<file path="src/rtl/rst_seq_ctrl.sv">
// rst_seq_ctrl -- staged reset release sequencer.
//
// Holds all domains in reset for HOLD_CYC cycles, then releases them one at a
// time starting with domain 0. Each released domain must acknowledge within
// ACK_TIMEOUT cycles, and consecutive releases are separated by GAP_CYC
// cycles. When every domain is out of reset and acknowledging, the
// controller sits in DONE and watches for any ack to drop. A timeout or a
// dropped ack pulls every domain back into reset and parks in ERROR until
// software asks for a re-run.
//
// Ports:
//   CLK         system clock
//   RST         asynchronous active-high reset
//   SW_RST_REQ  one-cycle request to restart the sequence (highest priority)
//   DOM_ACK     per-domain "out of reset" acknowledge, synchronous to CLK
//   DOM_RST_N   per-domain active-low reset, bit 0 released first
//   BUSY        sequence in progress (ASSERT / WAIT_ACK / GAP)
//   SEQ_DONE    all domains released and healthy
//   SEQ_ERR     controller is in ERROR
//   ERR_DOM     index of the domain that caused the error

// Per-domain release flop. Once set, the reset stays released until the
// controller clears all domains together.
module rst_seq_dom (
  input  logic clk,
  input  logic rst,
  input  logic set,
  input  logic clr,
  input  logic ack,
  output logic rst_n,
  output logic ack_lost
);

  always_ff @(posedge clk or posedge rst) begin
    if (rst)      rst_n <= 1'b0;
    else if (clr) rst_n <= 1'b0;
    else if (set) rst_n <= 1'b1;
  end

  // Only meaningful for a released domain; unreleased domains never flag.
  assign ack_lost = rst_n & ~ack;

endmodule

module rst_seq_ctrl #(
  parameter int NUM_DOM     = 3,
  parameter int HOLD_CYC    = 4,
  parameter int GAP_CYC     = 2,
  parameter int ACK_TIMEOUT = 8
) (
  input  logic                                            CLK,
  input  logic                                            RST,
  input  logic                                            SW_RST_REQ,
  input  logic [NUM_DOM-1:0]                              DOM_ACK,
  output logic [NUM_DOM-1:0]                              DOM_RST_N,
  output logic                                            BUSY,
  output logic                                            SEQ_DONE,
  output logic                                            SEQ_ERR,
  output logic [((NUM_DOM > 1) ? $clog2(NUM_DOM) : 1)-1:0] ERR_DOM
);

  localparam int IW   = (NUM_DOM > 1) ? $clog2(NUM_DOM) : 1;
  localparam int HG   = (HOLD_CYC > GAP_CYC) ? HOLD_CYC : GAP_CYC;
  localparam int CMAX = (HG > ACK_TIMEOUT) ? HG : ACK_TIMEOUT;
  localparam int CW   = $clog2(CMAX + 1);

  typedef enum logic [2:0] {
    S_ASSERT,
    S_WAIT_ACK,
    S_GAP,
    S_DONE,
    S_ERROR
  } state_t;

  state_t               state, state_nxt;
  logic [CW-1:0]        cnt, cnt_nxt;
  logic [IW-1:0]        idx, idx_nxt, idx_inc;
  logic [NUM_DOM-1:0]   rel_set;
  logic                 rel_clr;
  logic [NUM_DOM-1:0]   ack_lost;
  logic [IW-1:0]        lost_idx;
  logic                 any_lost;
  logic                 ack_cur;
  logic                 busy_nxt, done_nxt, err_nxt;
  logic [IW-1:0]        err_dom_nxt;

  // Per-domain release flops
  genvar g;
  generate
    for (g = 0; g < NUM_DOM; g++) begin : g_dom
      rst_seq_dom u_dom (
        .clk      (CLK),
        .rst      (RST),
        .set      (rel_set[g]),
        .clr      (rel_clr),
        .ack      (DOM_ACK[g]),
        .rst_n    (DOM_RST_N[g]),
        .ack_lost (ack_lost[g])
      );
    end
  endgenerate

  assign idx_inc  = idx + IW'(1);
  assign ack_cur  = DOM_ACK[idx];
  assign any_lost = |ack_lost;

  // Lowest-index domain whose ack dropped; scan high to low so the lowest wins.
  always_comb begin
    lost_idx = '0;
    for (int i = NUM_DOM - 1; i >= 0; i--) begin
      if (ack_lost[i]) lost_idx = IW'(i);
    end
  end

  // Next-state and next-output logic
  always_comb begin
    state_nxt   = state;
    cnt_nxt     = cnt;
    idx_nxt     = idx;
    rel_set     = '0;
    rel_clr     = 1'b0;
    busy_nxt    = BUSY;
    done_nxt    = SEQ_DONE;
    err_nxt     = SEQ_ERR;
    err_dom_nxt = ERR_DOM;

    if (SW_RST_REQ) begin
      // Restart beats every other condition, including a same-cycle ack.
      state_nxt = S_ASSERT;
      cnt_nxt   = '0;
      idx_nxt   = '0;
      rel_clr   = 1'b1;
      busy_nxt  = 1'b1;
      done_nxt  = 1'b0;
      err_nxt   = 1'b0;
    end else begin
      case (state)
        S_ASSERT: begin
          if (cnt == CW'(HOLD_CYC - 1)) begin
            state_nxt  = S_WAIT_ACK;
            cnt_nxt    = '0;
            idx_nxt    = '0;
            rel_set[0] = 1'b1;
          end else begin
            cnt_nxt = cnt + CW'(1);
          end
        end

        S_WAIT_ACK: begin
          // Ack is tested before timeout so a last-cycle ack still counts.
          if (ack_cur) begin
            cnt_nxt = '0;
            if (idx == IW'(NUM_DOM - 1)) begin
              state_nxt = S_DONE;
              busy_nxt  = 1'b0;
              done_nxt  = 1'b1;
            end else begin
              state_nxt = S_GAP;
            end
          end else if (cnt == CW'(ACK_TIMEOUT - 1)) begin
            state_nxt   = S_ERROR;
            cnt_nxt     = '0;
            rel_clr     = 1'b1;
            busy_nxt    = 1'b0;
            err_nxt     = 1'b1;
            err_dom_nxt = idx;
          end else begin
            cnt_nxt = cnt + CW'(1);
          end
        end

        S_GAP: begin
          if (cnt == CW'(GAP_CYC - 1)) begin
            state_nxt = S_WAIT_ACK;
            cnt_nxt   = '0;
            idx_nxt   = idx_inc;
            rel_set   = NUM_DOM'(1) << idx_inc;
          end else begin
            cnt_nxt = cnt + CW'(1);
          end
        end

        S_DONE: begin
          if (any_lost) begin
            state_nxt   = S_ERROR;
            cnt_nxt     = '0;
            rel_clr     = 1'b1;
            done_nxt    = 1'b0;
            err_nxt     = 1'b1;
            err_dom_nxt = lost_idx;
          end
        end

        S_ERROR: begin
          // Parked until software restart or hard reset.
        end

        default: begin
          state_nxt = S_ASSERT;
          cnt_nxt   = '0;
          idx_nxt   = '0;
          rel_clr   = 1'b1;
          busy_nxt  = 1'b1;
          done_nxt  = 1'b0;
          err_nxt   = 1'b0;
        end
      endcase
    end
  end

  // State, counters and registered status outputs
  always_ff @(posedge CLK or posedge RST) begin
    if (RST) begin
      state    <= S_ASSERT;
      cnt      <= '0;
      idx      <= '0;
      BUSY     <= 1'b1;
      SEQ_DONE <= 1'b0;
      SEQ_ERR  <= 1'b0;
      ERR_DOM  <= '0;
    end else begin
      state    <= state_nxt;
      cnt      <= cnt_nxt;
      idx      <= idx_nxt;
      BUSY     <= busy_nxt;
      SEQ_DONE <= done_nxt;
      SEQ_ERR  <= err_nxt;
      ERR_DOM  <= err_dom_nxt;
    end
  end

endmodule
</file>
<file path="config.mk">
export PLATFORM = sky130hd
export DESIGN_NAME = rst_seq_ctrl
export DESIGN_NICKNAME = d
export VERILOG_FILES = /design/src/rtl/rst_seq_ctrl.sv
export SDC_FILE = /design/constraint.sdc
export NUM_CORES = 1
export LEC_CHECK = 0
export ABC_AREA = 1
export BUFFER_PORTS_ARGS = -buffer_cell sky130_fd_sc_hd__buf_2
export CORE_ASPECT_RATIO = 0.9
export CORE_MARGIN = 8
export CORE_UTILIZATION = 64
export CTS_BUF_LIST = sky130_fd_sc_hd__clkbuf_4 sky130_fd_sc_hd__clkbuf_8
export CTS_CLUSTER_SIZE = 28
export DETAILED_ROUTE_END_ITERATION = 12
export GPL_ROUTABILITY_DRIVEN = 0
export PLACE_DENSITY = 0.86
export SETUP_SLACK_MARGIN = 0.15
export SLEW_MARGIN = 20
export SYNTH_ARGS = -nofsm -noshare
export SYNTH_HDL_FRONTEND = slang
export SYNTH_HIERARCHICAL = 1
export SYNTH_SLANG_ARGS = --single-unit
</file>
<file path="constraint.sdc">
create_clock -name CLK -period 2.15 [get_ports CLK]
set_input_delay 0.43 -clock CLK [delete_from_list [all_inputs] [get_ports CLK]]
set_output_delay 0.43 -clock CLK [all_outputs]
set_load 0.01 [all_outputs]
</file>
==> results.md <==
Yosys:
- The proportion of register bits with asynchronous set or reset after synthesis is 1.00.
- Of the total synthesized cell area, the portion taken by XOR and XNOR cells is 0.
- The adder-cell share of the synthesized area is 0.0624.
- After synthesis, the share of cell area in mux cells is 0.
- The share of the yosys chip area belonging to registers is 0.355.
- The synthesized netlist occupies a cell area of 1200 µm².
- The basic-gate share of the synthesized area counting and, or, nand and nor cells is 0.392.
- Synthesis produced 166 cells.
- Ranked by total cell area, the synthesized netlist is headed by sky130_fd_sc_hd__dfrtp_1, sky130_fd_sc_hd__nand2_1, sky130_fd_sc_hd__inv_1.
- The synthesized area divided by synthesized cell count is 7.24 µm².
- The top cell type by total area after synthesis is sky130_fd_sc_hd__dfrtp_1.
- The most repeated cell in the gate-level netlist after synthesis is sky130_fd_sc_hd__nand2_1.
- The warning count from the yosys run is 6.
- The commonest cells after synthesis are sky130_fd_sc_hd__nand2_1, sky130_fd_sc_hd__inv_1, sky130_fd_sc_hd__nor2_1.
- The netlist uses 27 different library cells.
- The compound-gate portion of the synthesized area came to 0.0812.
- The dominant combinational cell family by area after synthesis is simple AND/OR/NAND/NOR gates.
- The number of nets produced by synthesis is 178.
- For this run, the leading register cell type out of synthesis is sky130_fd_sc_hd__dfrtp_1.
- The register bit total from synthesis is 17.
- Yosys mapped a number of flops with a built-in enable equal to 0.
- The top-area cell type share of the netlist area is 0.333.

Run:
- Across the run, the number of max-cap violations was 0.

Timing:
- The number of hold violations in the final report came to 0.
- The worst hold slack is 0.486 ns.
- Setup repair after global routing left no endpoint under its margin.
- Measured against its own limit, the worst slew margin works out to 0.639.
- Dividing the final minimum period by the clock period gives 0.708.
- The setup violation total in the final timing report is 0.
- The number of max-slew violations in the final report was 0.
- At the pin with the least slew margin, the transition time is 0.541 ns.
- The top achievable clock speed is 657 MHz.
- The final critical delay including setup and external delays is 1.52 ns.
- Adding up every negative setup slack in the final design gives 0 ns.
- The clock arrives with 0.00167 ns of skew.

Global routing:
- The number of antenna violations at the first check in global routing is 0.
- The via count of the first global-routing pass is 1,143.
- In the global route stage, overall resource usage came out at 0.171.
- The largest net degree at the start of global routing is 15.
- The overall overflow remaining after global route is 0.
- The first global-routing pass estimated 4.75 mm of wire.

Pwr:
- Of the total power, the share spent switching nets is 0.470.
- The clock power share is 0.146.
- The total leakage power is 0.000701 µW.
- The cell-internal power is 677 µW.
- Power comes to 1280 µW.
- The net switching power is 601 µW.
- Power spread over the standard cell area amounts to 965 nW/µm².
- Of the total power, combinational logic draws 0.484.
- The share of total power dissipated in sequential elements is 0.370.
- The maximum resistive drop on vdd is 0.000609 V.

Routing:
- For this block, the initial DRC count from the detailed router was 52.
- After detailed routing, the number of vias per cell comes to 5.27.
- The number of remaining DRC errors is 0.
- The final layout contains routed wiring with a total length of 2.66 mm.
- In this run the remaining antenna-violating nets after routing total 0.
- The average wire per standard cell is 12.8 µm.
- Before antenna repair, the detailed router went through 4 iterations.
- The total via count after detailed routing is 1,097.

Floorplan:
- The initial cell density of the core is 0.654.
- The die covers 3520 µm².
- The number of standard-cell rows in the floorplan is 15.
- The x dimension of the die is 61.7 µm.
- The region available for standard cell placement spans 1840 µm².
- The floorplan step set the die height to 57.1 µm.
- Pin placement for this block handled 14 I/O pins.

Clock network:
- The number of gates resized after CTS is 0.
- The number of hold buffers added after CTS was 1.
- In this run the clock root is driven by a sky130_fd_sc_hd__clkbuf_4.
- The number of post-CTS setup repair buffers is 0.
- In this run, CTS created clock tree buffers numbering 3.
- The clock net sink count is 17.
- The worst-case clock buffer depth is 2.
- In this run the number of H-tree levels came out at 1.
- TritonCTS built the clock tree.
- The clock edge transition at the registers on the reported setup and hold paths is 0.11 ns.
- The clock insertion delay at the later pin of the skew report is 0.31 ns.

Critical path:
- In this run the critical register-to-register path is launched from g_dom[1].u_dom/rst_n$_DFFE_PP0P_.
- The worst reg2reg path depth is 9.
- Data on the critical path arrives at its endpoint at 1.77 ns.
- Along the worst path, the maximum fanout reaches 3.
- The critical path launch point type is a flop.
- Across all register-to-register paths, the minimum setup slack is 0.63 ns.
- For the worst setup path, the data required time is 2.40 ns.
- By startpoint and endpoint, the worst setup path is classified as reg -> reg.
- STA classifies the critical path endpoint as a flop.
- The worst flop-to-flop path endpoint is g_dom[1].u_dom/rst_n$_DFFE_PP0P_.

Place:
- The total placed instance area is 1290 µm².
- The number of buffers added on ports is 13.
- Once detailed placement completed, the half-perimeter wirelength came to 2.14 mm.

Layout:
- The net count of the finished layout is 196.
- After routing the design area is 1330 µm².
- The final design utilization is 0.720.
- The share of post-route cells with drive strength above 1 is 0.224.
- The count of filler cells inserted in the layout is 150.
- 0 antenna diodes ended up in the layout.
- Compared with the post-synthesis result, the final layout area differs by 10.2%.

Worst hold path:
- The path with the worst hold slack has its endpoint at BUSY$_DFFE_PP1P_.
- The startpoint of the most critical hold path is BUSY$_DFFE_PP1P_.
- The worst hold path belongs to the class reg -> reg.
- The number of cells traversed by the worst hold path is 2.

Run status:
- The run finished with clean final reports.
[worst max-delay path, stage by stage, from the launching register on]
cell,delay (ns)
sky130_fd_sc_hd__dfrtp_1,0.41
sky130_fd_sc_hd__inv_1,0.06
sky130_fd_sc_hd__nor2_1,0.05
sky130_fd_sc_hd__nor2_1,0.21
sky130_fd_sc_hd__nand3_2,0.13
sky130_fd_sc_hd__nor2_4,0.20
sky130_fd_sc_hd__nor2_2,0.08
sky130_fd_sc_hd__nand3b_1,0.11
sky130_fd_sc_hd__inv_1,0.08
sky130_fd_sc_hd__nor2_1,0.12
[layer usage]
layer  global-route usage  wire length (µm)
met3               0.0314               196
met1                0.203              1080
met5                    0                 0
met2                0.295              1370
met4               0.0487                17
[state kept, by name (all words and copies together), names as in the netlist]
name and count:
BUSY 1, ERR_DOM 2, SEQ_DONE 1, SEQ_ERR 1, cnt 4, g_dom.u_dom/rst_n 3
idx 2, state 3
[placed cells by master (no fill, tap or decap), drive strengths merged]
| cell type | instances |
|---|---|
| or2 | 1 |
| o22ai | 2 |
| nand3 | 17 |
| nand3b | 1 |
| a21oi | 3 |
| dlygate4sd3 | 1 |
| o21ai | 8 |
| dfstp | 1 |
| clkbuf | 3 |
| nand4 | 2 |
| buf | 13 |
| clkinv | 1 |
| nand2 | 41 |
| o211ai | 1 |
| a31oi | 3 |
| inv | 32 |
| nor3 | 3 |
| dfrtp | 16 |
| ha | 6 |
| nor2 | 28 |
[cell type report]
cell class / count / area (µm²) / area share
Multi-Input combinational cell: 116 / 644 / 0.486
Tap cell: 25 / 31.3 / 0.0236
Clock inverter: 1 / 5.00 / 0.00378
Clock buffer: 3 / 22.5 / 0.0170
Timing Repair Buffer: 14 / 75.1 / 0.0567
Sequential cell: 17 / 427 / 0.322
Inverter: 32 / 120 / 0.0907
[through the flow]
step	instances	setup WS, ns
after floorplan	166	0.816
after global placement	203	0.684
after detailed placement	203	0.608
after CTS	208	0.647
after global routing	208	0.488
final	208	0.627
[logic make-up (layout without fill, tap and decap cells)]
logic type / Yosys count / in the layout
compound gates: 17 / 17
fa+ha+maj: 6 / 6
buf+inv: 33 / 50
flops: 17 / 17
simple gates: 93 / 93
[worst max-delay path by stage]
stage	from	to	slack, ns
2_1_floorplan	g_dom[1].u_dom/rst_n$_DFFE_PP0P_	g_dom[0].u_dom/rst_n$_DFFE_PP0P_	0.82
3_3_place_gp	SW_RST_REQ	ERR_DOM[1]$_DFFE_PP0P_	0.68
3_5_place_dp	DOM_ACK[1]	g_dom[1].u_dom/rst_n$_DFFE_PP0P_	0.61
4_1_cts	g_dom[1].u_dom/rst_n$_DFFE_PP0P_	g_dom[1].u_dom/rst_n$_DFFE_PP0P_	0.65
5_1_grt	idx[0]$_DFFE_PP0P_	state[0]$_DFFE_PP0P_	0.49
6_report	g_dom[1].u_dom/rst_n$_DFFE_PP0P_	g_dom[1].u_dom/rst_n$_DFFE_PP0P_	0.63
[power by group through the flow]
stage / clock network [µW] / registers, µW / logic (µW)
2_1_floorplan: 0 / 462 / 491
3_3_place_gp: 0 / 475 / 588
3_5_place_dp: 0 / 479 / 613
4_1_cts: 184 / 471 / 619
5_1_grt: 196 / 484 / 705
6_report: 186 / 473 / 619
No activity file was read; power rests on OpenSTA's default activity.
